### src/rtl/cam_array.sv
// Purpose: CAM storage array: per-entry data and valid flags, one read port, flattened view for search.
// Latency: writes/invalidates visible on eff_out_* after one edge; read data registered, 1 cycle.
// Backpressure: none; every request is accepted each cycle. Option macro: CAM_OCCUPANCY_EN (occupancy_o).
module cam_array #(
    parameter int NUM_ELEMS = 32,
    parameter int WORD_BITS = 5,
    parameter int WORD_SIZE = 2**WORD_BITS
) (
    input  logic                           clk_i,
    input  logic                           reset_i,
    input  logic                           write_i,
    input  logic [WORD_BITS-1:0]           write_index_i,
    input  logic [WORD_SIZE-1:0]           write_data_i,
    input  logic                           invalidate_i,
    input  logic [WORD_BITS-1:0]           invalidate_index_i,
    input  logic                           read_i,
    input  logic [WORD_BITS-1:0]           read_index_i,
    output logic                           read_valid_o,
    output logic [WORD_SIZE-1:0]           read_value_o,
    output logic [WORD_SIZE*NUM_ELEMS-1:0] eff_out_data,
`ifdef CAM_OCCUPANCY_EN
    output logic [WORD_BITS:0]             occupancy_o,
`endif
    output logic [NUM_ELEMS-1:0]           eff_out_valid
);

    // Index bound, one bit wider than an index so NUM_ELEMS == 2**WORD_BITS is representable.
    localparam logic [WORD_BITS:0] LP_NUM_ELEMS = (WORD_BITS+1)'(NUM_ELEMS);

    logic [NUM_ELEMS-1:0][WORD_SIZE-1:0] r_data;
    logic [NUM_ELEMS-1:0]                r_valid;
    logic                                r_read_valid;
    logic [WORD_SIZE-1:0]                r_read_value;

    logic w_wr_ok;
    logic w_inv_ok;
    logic w_rd_ok;

    // Requests to indices beyond the array are dropped.
    assign w_wr_ok  = write_i      && ({1'b0, write_index_i}      < LP_NUM_ELEMS);
    assign w_inv_ok = invalidate_i && ({1'b0, invalidate_index_i} < LP_NUM_ELEMS);
    assign w_rd_ok  = read_i       && ({1'b0, read_index_i}       < LP_NUM_ELEMS);

    // Storage update; the invalidate is ordered after the write so it wins on a shared index.
    always_ff @(posedge clk_i) begin
        if (reset_i) begin
            r_data  <= '0;
            r_valid <= '0;
        end else begin
            if (w_wr_ok) begin
                r_data[write_index_i]  <= write_data_i;
                r_valid[write_index_i] <= 1'b1;
            end
            if (w_inv_ok) begin
                r_valid[invalidate_index_i] <= 1'b0;
            end
        end
    end

    // Registered read port: samples pre-write contents; value holds while idle.
    always_ff @(posedge clk_i) begin
        if (reset_i) begin
            r_read_valid <= 1'b0;
            r_read_value <= '0;
        end else begin
            r_read_valid <= w_rd_ok && r_valid[read_index_i];
            if (read_i) begin
                r_read_value <= w_rd_ok ? r_data[read_index_i] : '0;
            end
        end
    end

    assign read_valid_o  = r_read_valid;
    assign read_value_o  = r_read_value;
    assign eff_out_data  = r_data;
    assign eff_out_valid = r_valid;

`ifdef CAM_OCCUPANCY_EN
    logic [WORD_BITS:0] r_occupancy;
    logic               w_occ_inc;
    logic               w_occ_dec;

    // A write only adds an entry if it was empty and is not cancelled by a same-index invalidate.
    assign w_occ_inc = w_wr_ok && !r_valid[write_index_i]
                       && !(w_inv_ok && (invalidate_index_i == write_index_i));
    assign w_occ_dec = w_inv_ok && r_valid[invalidate_index_i];

    // Valid-entry counter tracking popcount(r_valid).
    always_ff @(posedge clk_i) begin
        if (reset_i) begin
            r_occupancy <= '0;
        end else begin
            case ({w_occ_inc, w_occ_dec})
                2'b10:   r_occupancy <= r_occupancy + (WORD_BITS+1)'(1);
                2'b01:   r_occupancy <= r_occupancy - (WORD_BITS+1)'(1);
                default: r_occupancy <= r_occupancy;
            endcase
        end
    end

    assign occupancy_o = r_occupancy;
`endif

endmodule

### config.mk
export PLATFORM = sky130hd
export DESIGN_NAME = cam_array
export DESIGN_NICKNAME = d
export VERILOG_FILES = /design/src/rtl/cam_array.sv
export SDC_FILE = /design/constraint.sdc
export NUM_CORES = 2
export LEC_CHECK = 0
export BUFFER_PORTS_ARGS = -buffer_cell sky130_fd_sc_hd__buf_2
export CORE_AREA = 2 2 440 442
export CTS_BUF_LIST = sky130_fd_sc_hd__clkbuf_8
export DETAILED_ROUTE_END_ITERATION = 7
export DIE_AREA = 0 0 442 444
export GPL_ROUTABILITY_DRIVEN = 1
export GPL_TIMING_DRIVEN = 0
export MAX_ROUTING_LAYER = met4
export PLACE_DENSITY = 0.47
export SYNTH_ARGS = -nofsm -noshare
export SYNTH_HDL_FRONTEND = slang
export SYNTH_SLANG_ARGS = --single-unit
### constraint.sdc
create_clock -name clk_i -period 2.5 [get_ports clk_i]
set_input_delay 0.625 -clock clk_i [delete_from_list [all_inputs] [get_ports clk_i]]
set_output_delay 0.625 -clock clk_i [all_outputs]
set_load 0.02 [all_outputs]
==> metrics.md <==
| Metric | Value |
|---|---|
| Residual DRC | `0` |
| Synth area leaders | `dfxtp_1 (47%), nand2_1 (17%), a21oi_1 (12%), mux2i_1 (11%), a22oi_1 (4.1%)` |
| Via count | `about 54,000` |
| Cell Rows | `161` |
| Post-Synthesis Cell Area | `46,600 um^2` |
| Post-Syn Nets | `5,951` |
| Failing checks | `negative setup slack` |
| Synthesized area per cell | `7.90 um^2` |
| Starting Density | `24.3%` |
| Peak supply drop | `431 uV` |
| Unique cell type count in the Yosys netlist | `32` |
| Placeable Area | `between 150,000 and 200,000 um^2` |
| CTS max path bufs | `3` |
| CP max FO | `10` |
| Final Skew | `46.5 ps` |
| Clock sink total | `1,089` |
| Power density cells | `roughly 680 nW/um^2` |
| Setup TNS | `-2300 ps` |
| Worst setup margin | `-126 ps` |
| Final weighted congestion in routability-driven placement | `between 1 and 1.5` |
| Routed len/inst | `38.1 um` |
| Crit end category | `register` |
| Die W | `442 um` |
| Relative slew slack | `6.19%` |
| Top-level I/O count | `1,141` |
| Port bufs | `roughly 1,100` |
| Setup crit start | `read_index_i[2]` |
| First DRT Iteration DRCs | `between 7,000 and 8,000` |
| Worst min-delay path class | `in2reg` |
| Total Routing Usage GR | `a little under two fifths` |
| CTS tree | `built` |
| Period utilization | `105%` |
| Largest net degree at the start of global routing | `17` |
| Num CTS Buffers | `203` |
| Worst-Margin Slew | `1400 ps` |
| Placed inst area | `55,500 um^2` |
| Critical Path AT | `3490 ps` |
| Die Footprint | `between 150,000 and 200,000 um^2` |
| Minimum clock period | `2630 ps` |
| Die height | `444 um` |
| CTS root buf | `clkbuf_8` |
| RSZ-0062 raised after global routing | `yes` |
| Share of layout cells above drive strength 1 | `a little over a fifth` |
| Total of max-cap violations | `0` |
| Detailed Place HPWL | `304,000 um` |
| Reg2reg start | `eff_out_data[527]` |
| Final setup viols | `45` |
| Synth warn | `0` |
| Final instance count without filler cells | `9,986` |
| Layout area overhead | `29.5%` |
| Clock latency on the worst-skew pair | `~1000 ps` |
| Dpl cells | `9,564` |
| Hold_sp | `write_data_i[6]` |
| Worst-path clk slew | `60 ps` |
| Slew Viols, Final | `0` |
| WL final | `between 300,000 and 400,000 um` |
| Status | `finished, violations left` |
| First-pass GRT wire length | `482,000 um` |
| Fmax | `381 MHz` |
| Nets | `7,321` |
| Antenna viol nets, final | `0` |
| Data required time of the worst path | `3360 ps` |
| 1st-pass router iterations | `8` |
| Type of origin of the critical path | `primary input` |
| Post-synth top area cell | `dfxtp_1` |
| DP Worst Slack | `-1660 ps` |
| H-Tree Level Count | `4` |
| Post-Layout Inst Area | `60,300 um^2` |
| Post-Synthesis Cells | `between 5,000 and 6,000` |
| Post-CTS setup buffer count | `0` |
| Grt ovf | `0` |
| Crit path kind | `in2reg` |
| Seq/Total Area, Yosys | `46.8%` |
| Initial antenna violation count | `55` |
| Lkg Pwr | `0.0247 uW` |
| Final Hold Fails | `0` |
| Via density | `5.38` |
| Vias in the first global route | `between 40,000 and 50,000` |
| Hold slack | `78.9 ps` |
| Top-area cell type share of the netlist area | `between 40% and 50%` |
| Seq cells post-synth | `1,089` |
## worst max-delay path: stages
cell and delay (ps):
buf_2 270, nor2b_1 210, clkbuf_1 370, clkbuf_2 650, a22oi_1 270, a21oi_1 760, or4_1 220, a211oi_1 60
## layout by cell type, fill, tap and decap left out, types with 11 or more instances in the layout
| cell | Yosys | routed |
|---|---|---|
| a211oi_1 | 58 | 58 |
| a21oi_1 | 1152 | 1140 |
| a21oi_2 | 0 | 12 |
| a22oi_1 | 256 | 222 |
| a22oi_2 | 0 | 34 |
| buf_1 | 15 | 11 |
| buf_2 | 11 | 1154 |
| buf_4 | 23 | 26 |
| buf_6 | 24 | 29 |
| clkbuf_1 | 472 | 437 |
| clkbuf_2 | 0 | 24 |
| clkbuf_8 | 0 | 257 |
| dfxtp_1 | 1089 | 1086 |
| diode_2 | 0 | 40 |
| dlygate4sd3_1 | 0 | 23 |
| inv_1 | 0 | 69 |
| mux2i_1 | 512 | 512 |
| nand2_1 | 2086 | 2086 |
| nor2_1 | 102 | 92 |
| or4_1 | 32 | 32 |
## per-stage QoR
step                total power (uW)  util (%)
CTS                            40600      31.3
detailed placement             22400      29.0
global route                   41500      31.5
global placement               22400      28.9
floorplan                      19900         -
finish                         40800      31.5
## worst paths after layout
| kind | endpoint | slack [ps] | cells after the start |
|---|---|---|---|
| worst min register to register | eff_out_data[1012] | 470 | 2 |
| worst max-delay path | read_value_o[8] | -130 | 8 |
| worst min-delay path | eff_out_data[966] | 80 | 3 |
| worst max register to register | read_value_o[15] | 140 | 5 |
## state kept, by name (all words and copies together) (netlist names)
| name | flops |
|---|---|
| read_valid_o | 1 |
| read_value_o | 32 |
| eff_out_data | 1024 |
| eff_out_valid | 32 |
## layer usage
| layer | GRT usage (%) | wire, um | up-vias |
|---|---|---|---|
| met4 | 25.3 | 29300 | 0 |
| met1 | 44.3 | 145000 | 26400 |
| li1 | - | - | 22700 |
| met3 | 10.6 | 38200 | 860 |
| met2 | 57.3 | 168000 | 3708 |
| met5 | - | 0 | - |
## final cells by class
| class | instances | area, um^2 |
|---|---|---|
| Sequential cell | 1089 | 21800 |
| Clock inverter | 99 | 612 |
| Clock buffer | 257 | 3540 |
| Multi-Input combinational cell | 4255 | 22500 |
| Timing Repair Buffer | 1165 | 5990 |
| Fill cell | 20900 | 131000 |
| Tap cell | 2526 | 3160 |
| Buffer | 555 | 2580 |
| Antenna cell | 40 | 100 |
## cell families after synthesis
kind of cell | after synthesis | synth area share (%)
AOI/OAI and AO/OA | 1473 | 17.6
DFF | 1089 | 46.8
muxes | 523 | 11.5
and+or+nand+nor | 2259 | 18.7
buffers and inverters | 555 | 5.38
## Yosys cell counts (all sizes together)
cell and instances:
or3 1, or2 3, a22oi 256, and3b 6
nor2b 3, mux2i 512, or4 32, nand3 2
a21oi 1152, and3 4, nor2 102, a211oi 64
or3b 3, dfxtp 1089, and2 2, mux4 9
nor3 2, clkbuf 472, nand3b 3, buf 83
nor3b 7, nand2b 2, nand2 2086, mux2 2
nor4b 1, o22ai 1
## power by group
part | total (uW) | switching, uW | leakage, uW | internal [uW]
Combinational | 4590 | 3650 | 0.0135 | 947
Sequential | 17700 | 175 | 0.00879 | 17500
Clock | 18500 | 8840 | 0.00237 | 9630
## timing repair
action,4_1_cts,5_1_grt
endpoints found under the hold margin,35,0
hold buffers,23,0
resized for setup,49,71
pin swaps,1,4
endpoints found under the setup margin,274,162
No activity file was read; power rests on OpenSTA's default activity.
